## src/rtl/inst_encoder.sv

```systemverilog
// inst_encoder: scatters a scaled signed immediate into the I/S/B/J fields of an instruction word.
// Two-stage valid/ready pipeline with saturating delivery and error counters.
module inst_encoder #(
    parameter int unsigned CNT_W = 16
) (
    input  logic             clk,
    input  logic             rstn,
    input  logic             in_valid,
    output logic             in_ready,
    input  logic [31:0]      in_base,
    input  logic [31:0]      in_imm,
    output logic             out_valid,
    input  logic             out_ready,
    output logic [31:0]      out_inst,
    output logic             out_err,
    output logic [CNT_W-1:0] enc_count,
    output logic [CNT_W-1:0] err_count
);

    typedef enum logic [2:0] {
        FmtNone,
        FmtI,
        FmtS,
        FmtB,
        FmtJ
    } fmt_e;

    localparam logic [6:0] OpcOpImm = 7'b0010011;
    localparam logic [6:0] OpcLoad  = 7'b0000011;
    localparam logic [6:0] OpcJalr  = 7'b1100111;
    localparam logic [6:0] OpcStore = 7'b0100011;
    localparam logic [6:0] OpcBr    = 7'b1100011;
    localparam logic [6:0] OpcJal   = 7'b1101111;

    // Stage 1 state
    logic        r_s1_valid;
    logic [31:0] r_s1_base;
    fmt_e        r_s1_fmt;
    logic [19:0] r_s1_imm;
    logic        r_s1_err;

    // Stage 2 state
    logic        r_s2_valid;
    logic [31:0] r_s2_inst;
    logic        r_s2_err;

    logic [CNT_W-1:0] r_enc_count;
    logic [CNT_W-1:0] r_err_count;

    logic        w_s2_adv;
    logic        w_s1_adv;
    logic        w_s1_load;
    logic        w_s2_load;
    logic        w_deliver;
    fmt_e        w_fmt;
    logic        w_fits12;
    logic        w_fits20;
    logic        w_err;
    logic [31:0] w_inst;

    assign w_s2_adv  = !r_s2_valid || out_ready;
    assign w_s1_adv  = !r_s1_valid || w_s2_adv;
    assign w_s1_load = in_valid && w_s1_adv;
    assign w_s2_load = r_s1_valid && w_s2_adv;
    assign w_deliver = r_s2_valid && out_ready;

    assign in_ready  = w_s1_adv;
    assign out_valid = r_s2_valid;
    assign out_inst  = r_s2_inst;
    assign out_err   = r_s2_err;
    assign enc_count = r_enc_count;
    assign err_count = r_err_count;

    // Format decode and range check on the incoming request
    always_comb begin
        w_fmt = FmtNone;
        case (in_base[6:0])
            OpcOpImm, OpcLoad, OpcJalr: w_fmt = FmtI;
            OpcStore:                   w_fmt = FmtS;
            OpcBr:                      w_fmt = FmtB;
            OpcJal:                     w_fmt = FmtJ;
            default:                    w_fmt = FmtNone;
        endcase

        w_fits12 = (&in_imm[31:11]) || !(|in_imm[31:11]);
        w_fits20 = (&in_imm[31:19]) || !(|in_imm[31:19]);

        w_err = 1'b0;
        case (w_fmt)
            FmtNone: w_err = |in_imm;
            FmtJ:    w_err = !w_fits20;
            default: w_err = !w_fits12;
        endcase
    end

    // Field scatter from the stage-1 registers
    always_comb begin
        w_inst = r_s1_base;
        case (r_s1_fmt)
            FmtI: begin
                w_inst[31:20] = r_s1_imm[11:0];
            end
            FmtS: begin
                w_inst[31:25] = r_s1_imm[11:5];
                w_inst[11:7]  = r_s1_imm[4:0];
            end
            FmtB: begin
                w_inst[31]    = r_s1_imm[11];
                w_inst[7]     = r_s1_imm[10];
                w_inst[30:25] = r_s1_imm[9:4];
                w_inst[11:8]  = r_s1_imm[3:0];
            end
            FmtJ: begin
                w_inst[31]    = r_s1_imm[19];
                w_inst[19:12] = r_s1_imm[18:11];
                w_inst[20]    = r_s1_imm[10];
                w_inst[30:21] = r_s1_imm[9:0];
            end
            default: begin
                w_inst = r_s1_base;
            end
        endcase
    end

    always_ff @(posedge clk or negedge rstn) begin
        if (!rstn) begin
            r_s1_valid <= 1'b0;
            r_s2_valid <= 1'b0;
        end else begin
            if (w_s1_adv) begin
                r_s1_valid <= in_valid;
            end
            if (w_s2_adv) begin
                r_s2_valid <= r_s1_valid;
            end
        end
    end

    always_ff @(posedge clk or negedge rstn) begin
        if (!rstn) begin
            r_s1_base <= '0;
            r_s1_fmt  <= FmtNone;
            r_s1_imm  <= '0;
            r_s1_err  <= 1'b0;
        end else if (w_s1_load) begin
            r_s1_base <= in_base;
            r_s1_fmt  <= w_fmt;
            r_s1_imm  <= in_imm[19:0];
            r_s1_err  <= w_err;
        end
    end

    // Output word is held while stalled because stage 2 only loads on advance
    always_ff @(posedge clk or negedge rstn) begin
        if (!rstn) begin
            r_s2_inst <= '0;
            r_s2_err  <= 1'b0;
        end else if (w_s2_load) begin
            r_s2_inst <= w_inst;
            r_s2_err  <= r_s1_err;
        end
    end

    always_ff @(posedge clk or negedge rstn) begin
        if (!rstn) begin
            r_enc_count <= '0;
            r_err_count <= '0;
        end else if (w_deliver) begin
            if (!(&r_enc_count)) begin
                r_enc_count <= r_enc_count + CNT_W'(1);
            end
            if (r_s2_err && !(&r_err_count)) begin
                r_err_count <= r_err_count + CNT_W'(1);
            end
        end
    end

endmodule

```

## config.mk

```make
export PLATFORM = sky130hd
export DESIGN_NAME = inst_encoder
export DESIGN_NICKNAME = d
export VERILOG_FILES = /design/src/rtl/inst_encoder.sv
export SDC_FILE = /design/constraint.sdc
export NUM_CORES = 1
export LEC_CHECK = 0
export CORE_MARGIN = 4
export CORE_UTILIZATION = 30
export CTS_BUF_LIST = sky130_fd_sc_hd__clkbuf_16
export CTS_CLUSTER_DIAMETER = 30
export DETAILED_ROUTE_END_ITERATION = 8
export PLACE_DENSITY = 0.64
export SLEW_MARGIN = 10
export SYNTH_ARGS = -nofsm -noshare
export SYNTH_HDL_FRONTEND = slang
export SYNTH_SLANG_ARGS = --single-unit
```

## constraint.sdc

```tcl
create_clock -name clk -period 3.06 [get_ports clk]
set_input_delay 0.612 -clock clk [delete_from_list [all_inputs] [get_ports clk]]
set_output_delay 0.612 -clock clk [all_outputs]
set_load 0.05 [all_outputs]
```

==> flow_summary_export.csv, run 1 <==
group,metric,value,unit
cts,clkSlewWorstSetupHoldPaths,0.06,ns
global_routing,overflow,0,
layout,fin_nets,699,
place,hpwl,10.4,mm
floorplanning,die_y,145,um
synthesis,netlist_area,5600,sq um
setup_path,worstPathRequired,2.45,ns
layout,fin_area,7820,sq um
power,internal_power,0.00391,W
timing,fin_crit_sh,0.768,
synthesis,synth_top_area_cell,"dfrtp_1",
routing,avgViaCountPerCell,4.95,
timing,fmax,426,MHz
global_routing,grt_max_degree,62,
power,ir_drop,419,uV
global_routing,grt_pass1_vias,4472,
timing,tns,0,ns
setup_path,crit_fanout,6,
cts,tritoncts,"built",
timing,setup_violations,0,
setup_path,end_kind,"output pin",
power,swShare,0.341,
synthesis,ys_warn_count,0,
setup_path,crit_chain,"clkdlybuf4s50_1",
global_routing,grt_antenna_before_repair,0,
cts,cts_hold_buf,0,
floorplanning,core_area,18100,sq um
routing,antenna_left,0,
layout,drive_gt1_frac,0.164,
timing,maxSlewHeadroom,0.552,
routing,drtIter0Drc,181,
floorplanning,rows,49,
timing,whs,0.154,ns
setup_path,crit_family,"buffers and inverters",
power,power.switching,0.00202,W
layout,area_growth,39.7,%
floorplanning,dieWidth,145,um
timing,worst_pin_slew,0.672,ns
floorplanning,initial_core_util,0.308,
synthesis,synth_cells,492,
routing,vias,4312,
run,cap_violations,0,
setup_path,cp-start-kind,"flip-flop",
status,status,"completed",
setup_path,criticalPathCategory,"flip-flop to output pin",
power,p_seq_frac,0.365,
setup_path,crit_slowest_cell,"clkdlybuf4s50_1",
timing,drv_slew,0,
synthesis,ys_seq_area_frac,0.550,
routing,drt_wl_total,14.1,mm
cts,clock-root-buffer,"clkbuf_16",
timing,rsz0062_at_grt,"no",
synthesis,ys_seq_elements,123,
cts,cts_setup_buffers,0,
synthesis,synth_top_area_share,0.550,
power,pwr-share-comb,0.286,
timing,final-hold-violation-count,0,
global_routing,grt_usage,0.139,
setup_path,worstPathArrival,1.74,ns
floorplanning,dieArea,20900,sq um
timing,period_minus_slack,2.35,ns
synthesis,syn-num-nets,562,
routing,firstDrtPassIters,4,
setup_path,rr_worst_depth,6,
setup_path,crit_buf_inv,1,
layout,fillers,1707,
place,dpl_cell_area,7220,sq um
cts,clock-sinks,123,
global_routing,grt_pass1_wl,22.8,mm
layout,antenna_cells,0,
setup_path,crit_path_max_incr_delay,0.86,ns
power,power_frac_clock,0.349,
synthesis,synth-main-ff-cell,"dfrtp_1",
cts,h-tree-depth,4,
synthesis,synth_cell_types,42,
power,p_leak,3.12,nW
cts,numCtsBuffers,17,
hold_path,hold_path_class,"input port to asynchronous set/reset pin",
synthesis,synth_async_sr_flop_share,1.00,
synthesis,synth_edf_count,0,
routing,routedWlPerCell,16.2,um
cts,clock_latency,0.42,ns
place,port_buffers,134,
cts,cts_resized,0,
timing,fin_skew,0.0154,ns
synthesis,syn_avg_cell_area,11.4,sq um
synthesis,yosys-top-cells-area,"dfrtp_1 (55%), mux2_2 (12%), o21ai_0 (4.3%)",
place,gp_congestion,0.809,
setup_path,path_depth,1,
power,p_per_area,759,nW/um^2
synthesis,synth.most_common_cell,"dfrtp_1",
synthesis,synth_commonest_cells,"dfrtp_1 (123), nand2_1 (63), mux2_2 (59), o21ai_0 (48), xnor2_1 (22)",
routing,post-route-drc-count,0,
cts,cts_buffer_depth,2,
floorplanning,ios,135,
-- state kept, by name (all words and copies together) (netlist names) --
register,cells
r_s1_err,1
out_valid,1
enc_count,16
r_s1_imm,20
out_inst,32
r_s1_fmt,3
err_count,16
out_err,1
r_s1_base,32
r_s1_valid,1
-- logic make-up (layout without fill, tap and decap cells) --
family | count (synthesis) | count (layout) | share of synthesized area
muxes | 76 | 76 | 0.150
and+or+nand+nor | 152 | 152 | 0.137
DFF | 123 | 123 | 0.550
AOI/OAI and AO/OA | 81 | 81 | 0.0912
buffers and inverters | 27 | 177 | 0.0190
xor gates and xnor gates | 31 | 31 | 0.0485
adders and majority gates | 2 | 2 | 0.00447
-- layout by cell type (no fill, tap or decap), drive strengths merged, types with 4 or more instances in the layout --
master           n
bufinv           4
clkinv           7
nand3b           5
o221ai           6
clkbuf          17
clkinvlp         4
mux2i           15
nand2b           5
nor2            17
clkdlybuf4s50  132
nand2           63
o22ai            6
a21oi            7
nand3           18
xor2             9
xnor2           22
buf              7
nand4           16
o21ai           48
inv              6
nor3             6
dfrtp          123
nor4            10
mux2            61
-- layer usage --
metal | global-route usage | vias up | part of all wire
met5 | 0 | - | 0
met4 | 0.0476 | 0 | 0.012
met3 | 0.0407 | 13 | 0.050
met2 | 0.234 | 104 | 0.50
met1 | 0.171 | 2150 | 0.44
li1 | - | 2045 | -
-- final timing paths --
path,startpoint,end,slack [ns]
worst max-delay path,err_count[7]$_DFFE_PN0P_,err_count[7],0.71
worst min-delay path,rstn,r_s1_base[28]$_DFFE_PN0P_,0.15
worst max register to register,r_s1_fmt[0]$_DFFE_PN0P_,out_inst[27]$_DFFE_PN0P_,1.05
worst min register to register,out_inst[20]$_DFFE_PN0P_,out_inst[20]$_DFFE_PN0P_,0.48
max in group asynchronous,rstn,r_s1_imm[17]$_DFFE_PN0P_,2.10
min in group clk,out_inst[20]$_DFFE_PN0P_,out_inst[20]$_DFFE_PN0P_,0.48
-- through the flow --
| stage | setup slack [ns] | utilization | cells | total power [W] |
|---|---|---|---|---|
| floorplan | 0.640 | - | 492 | 0.00323 |
| global placement | 0.567 | 0.398 | 839 | 0.00387 |
| detailed placement | 0.540 | 0.398 | 839 | 0.00391 |
| CTS | 0.692 | 0.431 | 871 | 0.00602 |
| global route | 0.654 | 0.431 | 871 | 0.00622 |
| finish | 0.710 | 0.431 | 871 | 0.00594 |
-- area by class of cell --
| type | count | area, sq um | share of cell area |
|---|---|---|---|
| Clock buffer | 17 | 425 | 0.0544 |
| Inverter | 6 | 22.5 | 0.00288 |
| Tap cell | 229 | 287 | 0.0366 |
| Sequential cell | 123 | 3080 | 0.394 |
| Timing Repair Buffer | 139 | 1410 | 0.180 |
| Multi-Input combinational cell | 342 | 2420 | 0.309 |
| Clock inverter | 15 | 180 | 0.0230 |
-- power groups by stage --
| stage | logic, W | clock network [W] | registers (W) |
|---|---|---|---|
| floorplan | 0.000445 | 0 | 0.00278 |
| global placement | 0.00170 | 0 | 0.00218 |
| detailed placement | 0.00172 | 0 | 0.00219 |
| CTS | 0.00172 | 0.00213 | 0.00217 |
| global route | 0.00181 | 0.00220 | 0.00221 |
| finish | 0.00170 | 0.00207 | 0.00217 |
No activity file was read; power rests on OpenSTA's default activity.
==> run 2, diff against run 1 <==
Settings changed: PLACE_DENSITY 0.64 to 0.66.
Clock period 3.06 ns to 2 ns, I/O delays scaled along.
==> flow_summary_export.csv, run 2 (synthesized netlist as in run 1, its figures left out) <==
group,metric,value,unit
status,status,"completed",
run,cap_violations,0,
layout,area_growth,43.0,%
routing,antenna_left,0,
global_routing,grt_pass1_vias,4664,
routing,firstDrtPassIters,4,
floorplanning,ios,135,
setup_path,crit_buf_inv,1,
floorplanning,core_area,18100,sq um
layout,fin_area,8000,sq um
layout,layout_common_cells,"dfrtp_1 (115), clkdlybuf4s50_1 (68), nand2_1 (61)",
global_routing,overflow,0,
setup_path,crit_family,"buffers and inverters",
routing,vias,4424,
timing,fin_crit_sh,0.982,
floorplanning,die_y,145,um
routing,post-route-drc-count,0,
setup_path,cp-start-kind,"flip-flop",
place,placedCellCount,866,
setup_path,crit_fanout,2,
layout,finalNonFillerCells,899,
floorplanning,dieWidth,145,um
cts,numCtsBuffers,17,
setup_path,end_kind,"output pin",
timing,fin_skew,0.00757,ns
layout,fin_nets,727,
timing,whs,0.427,ns
power,p_per_area,1130,nW/um^2
global_routing,grt_pass1_wl,23.9,mm
layout,final_common_cell,"dfrtp_1",
setup_path,crit_chain,"clkdlybuf4s50_1",
place,gp_congestion,0.831,
routing,drtIter0Drc,217,
timing,maxSlewHeadroom,0.656,
setup_path,worstPathArrival,1.56,ns
floorplanning,rows,49,
global_routing,grt_max_degree,40,
routing,routedWlPerCell,16.5,um
power,p_leak,3.51,nW
layout,final_util,0.441,
global_routing,grt_antenna_before_repair,0,
timing,rsz0062_at_grt,"no",
hold_path,hold_path_class,"input port to asynchronous set/reset pin",
layout,antenna_cells,0,
setup_path,worstPathRequired,1.60,ns
cts,tritoncts,"built",
power,ir_drop,577,uV
routing,avgViaCountPerCell,4.92,
place,port_buffers,134,
timing,worst_pin_slew,0.515,ns
power,power.total,0.00902,W
place,hpwl,11.1,mm
cts,cts_buffer_depth,2,
timing,period_minus_slack,1.96,ns
layout,drive_gt1_frac,0.231,
timing,final-hold-violation-count,0,
timing,setup_violations,0,
layout,fillers,1666,
cts,clkSlewWorstSetupHoldPaths,0.06,ns
floorplanning,initial_core_util,0.308,
routing,drt_wl_total,14.8,mm
cts,clock-root-buffer,"clkbuf_16",
global_routing,grt_usage,0.147,
cts,clock_latency,0.41,ns
floorplanning,dieArea,20900,sq um
setup_path,criticalPathCategory,"flip-flop to output pin",
cts,h-tree-depth,4,
setup_path,crit_path_max_incr_delay,0.81,ns
place,dpl_cell_area,7400,sq um
timing,drv_slew,0,
timing,fmax,509,MHz
setup_path,crit_slowest_cell,"clkdlybuf4s50_1",
cts,clock-sinks,123,
-- run 2: cell count changes in the layout (fill, tap and decap cells not counted), moves of 2 or more --
cell and change:
buf_4 +43, clkdlybuf4s50_1 -64, clkinv_1 +2, clkinv_2 -2, clkinv_4 +2, clkinvlp_4 -2
dfrtp_1 -8, dfrtp_2 +8, dlygate4sd2_1 +34, dlymetal6s2s_1 +13
-- run 2: report_power, final --
part | leakage, nW | internal, W | switching (W)
registers | 1.48 | 0.00294 | 0.000378
clock network | 0.288 | 0.00206 | 0.00111
logic | 1.74 | 0.000910 | 0.00163
total | 3.51 | 0.00591 | 0.00312
-- run 2: timing repair --
action,CTS,global route
gates resized for setup,34,13
setup buffers,0,0
endpoints found under the setup margin,34,13
hold buffers,1,0
hold endpoints to repair,17,0
-- run 2: layer usage --
metal | wire (um) | GRT usage | part of all wire | up-vias
met2 | 7100 | 0.234 | 0.48 | 124
met4 | 367 | 0.0628 | 0.025 | 0
met5 | 0 | 0 | 0 | -
met1 | 6530 | 0.190 | 0.44 | 2161
met3 | 795 | 0.0370 | 0.054 | 31
li1 | - | - | - | 2108
-- run 2: worst paths after layout --
path	slack, ns	from	endpoint	cells after the start
setup / recovery	0.04	out_inst[22]$_DFFE_PN0P_	out_inst[22]	1
hold / removal	0.43	rstn	out_inst[31]$_DFFE_PN0P_	2
setup reg to reg	0.14	enc_count[4]$_DFFE_PN0P_	enc_count[1]$_DFFE_PN0P_	4
hold reg to reg	0.47	out_inst[25]$_DFFE_PN0P_	out_inst[25]$_DFFE_PN0P_	2
max in group asynchronous	0.96	rstn	r_s1_base[0]$_DFFE_PN0P_	3
min in group clk	0.47	out_inst[25]$_DFFE_PN0P_	out_inst[25]$_DFFE_PN0P_	2
-- run 2: through the flow --
| step | setup TNS (ns) | setup slack [ns] |
|---|---|---|
| after floorplan | -0.170 | -0.00339 |
| after global placement | -0.564 | -0.152 |
| after detailed placement | -0.732 | -0.157 |
| after CTS | 0 | 0.000799 |
| after global routing | 0 | 0.00791 |
| final | 0 | 0.0369 |
-- run 2: worst register-to-register path, stage by stage (launching register included) --
cell,delay (ns)
dfrtp_2,0.41
nand3_2,0.16
or4_4,0.57
o31ai_4,0.26
mux2_1,0.35
-- run 2: area by class of cell --
class,instances,area (sq um),share of cell area
Sequential cell,123,3090,0.386
Multi-Input combinational cell,342,2420,0.302
Tap cell,229,287,0.0358
Timing Repair Buffer,167,1580,0.198
Clock inverter,15,180,0.0225
Clock buffer,17,425,0.0531
Inverter,6,22.5,0.00281
==> run 3, diff against run 2 <==
Settings changed: PLACE_DENSITY 0.66 to 0.64.
Clock period 2 ns to 2.5 ns, I/O delays scaled along.
==> flow_summary_export.csv, run 3 (synthesized netlist as in run 1, its figures left out) <==
group,metric,value,unit
setup_path,end_kind,"output pin",
setup_path,path_depth,1,
layout,antenna_cells,0,
hold_path,hold_path_class,"input port to asynchronous set/reset pin",
cts,clock-sinks,123,
place,port_buffers,134,
timing,setup_slack,0.277,ns
setup_path,crit_chain,"clkdlybuf4s50_1",
floorplanning,die_y,145,um
global_routing,overflow,0,
place,placedCellCount,844,
timing,worst_pin_slew,0.659,ns
routing,avgViaCountPerCell,4.96,
cts,cts_resized,0,
global_routing,grt_pass1_wl,22.8,mm
cts,h-tree-depth,4,
power,power.total,0.00711,W
power,ir_drop,482,uV
floorplanning,initial_core_util,0.308,
layout,final_common_cell,"clkdlybuf4s50_1",
status,status,"completed",
layout,fin_nets,704,
cts,tritoncts,"built",
routing,drtIter0Drc,161,
floorplanning,dieArea,20900,sq um
floorplanning,rows,49,
cts,numCtsBuffers,17,
floorplanning,core_area,18100,sq um
layout,drive_gt1_frac,0.164,
timing,fin_skew,0.00655,ns
layout,fillers,1709,
global_routing,grt_max_degree,124,
routing,post-route-drc-count,0,
floorplanning,ios,135,
timing,fmax,450,MHz
place,place_ws,0.224,ns
floorplanning,dieWidth,145,um
timing,setup_violations,0,
global_routing,grt_pass1_vias,4429,
setup_path,crit_fanout,7,
place,hpwl,10.6,mm
global_routing,grt_usage,0.140,
power,p_leak,3.14,nW
setup_path,crit_slowest_cell,"clkdlybuf4s50_1",
setup_path,crit_path_max_incr_delay,0.85,ns
global_routing,grt_antenna_before_repair,0,
cts,clock-root-buffer,"clkbuf_16",
run,cap_violations,0,
timing,final-hold-violation-count,0,
layout,finalNonFillerCells,875,
layout,multi_input_area,2420,sq um
cts,clkSlewWorstSetupHoldPaths,0.05,ns
cts,cts_buffer_depth,2,
layout,layout_common_cells,"clkdlybuf4s50_1 (132), dfrtp_1 (123), nand2_1 (61)",
timing,maxSlewHeadroom,0.561,
routing,drt_wl_total,14.4,mm
layout,area_growth,39.7,%
setup_path,rr_worst_depth,4,
routing,antenna_left,0,
routing,routedWlPerCell,16.5,um
cts,cts_hold_buf,0,
setup_path,criticalPathCategory,"flip-flop to output pin",
setup_path,crit_family,"buffers and inverters",
setup_path,cp-start-kind,"flip-flop",
timing,drv_slew,0,
timing,fin_crit_sh,0.889,
layout,final_util,0.431,
setup_path,worstPathArrival,1.72,ns
power,p_per_area,910,nW/um^2
setup_path,worstPathRequired,2.00,ns
cts,clock_latency,0.40,ns
routing,firstDrtPassIters,4,
layout,ff_latch_area,3080,sq um
timing,period_minus_slack,2.22,ns
timing,tns,0,ns
place,gp_congestion,0.827,
cts,cts_setup_buffers,0,
setup_path,crit_buf_inv,1,
routing,vias,4342,
timing,rsz0062_at_grt,"no",
run 3: per-layer routing:
metal | track usage | up-vias | part of all wire
met4 | 0.0403 | 0 | 0.012
met3 | 0.0453 | 16 | 0.059
li1 | - | 2053 | -
met2 | 0.240 | 128 | 0.51
met5 | 0 | - | 0
met1 | 0.170 | 2145 | 0.42
run 3: power breakdown:
group          switching [W]  leakage (nW)  internal (W)  total (W)
Combinational        0.00129          1.36      0.000804    0.00209
Clock               0.000836         0.286       0.00153    0.00236
Sequential          0.000311          1.50       0.00235    0.00266
Total                0.00243          3.14       0.00468    0.00711
run 3: final timing paths:
| check | from | endpoint | slack [ns] |
|---|---|---|---|
| max in group asynchronous | rstn | out_valid$_DFFE_PN0P_ | 1.81 |
| min in group clk | out_inst[20]$_DFFE_PN0P_ | out_inst[20]$_DFFE_PN0P_ | 0.48 |
| min reg2reg | out_inst[20]$_DFFE_PN0P_ | out_inst[20]$_DFFE_PN0P_ | 0.48 |
| max | enc_count[7]$_DFFE_PN0P_ | enc_count[7] | 0.28 |
| max reg2reg | enc_count[7]$_DFFE_PN0P_ | enc_count[1]$_DFFE_PN0P_ | 0.50 |
| min | rstn | out_inst[29]$_DFFE_PN0P_ | 0.21 |
run 3: through the flow:
step / hold WS (ns) / cell area [sq um]
3_5_place_dp: 0.473 / 7250
2_1_floorplan: 0.204 / 5600
3_3_place_gp: 0.461 / 7250
6_report: 0.208 / 7820
4_1_cts: 0.223 / 7820
5_1_grt: 0.255 / 7820
run 3: layout make-up:
class / instances / share of cell area
repair buffers: 144 / 0.185
clock buffers: 17 / 0.0544
inverters: 6 / 0.00288
well taps: 229 / 0.0367
clock inverters: 14 / 0.0178
multi-input cells: 342 / 0.309
flip-flops and latches: 123 / 0.394
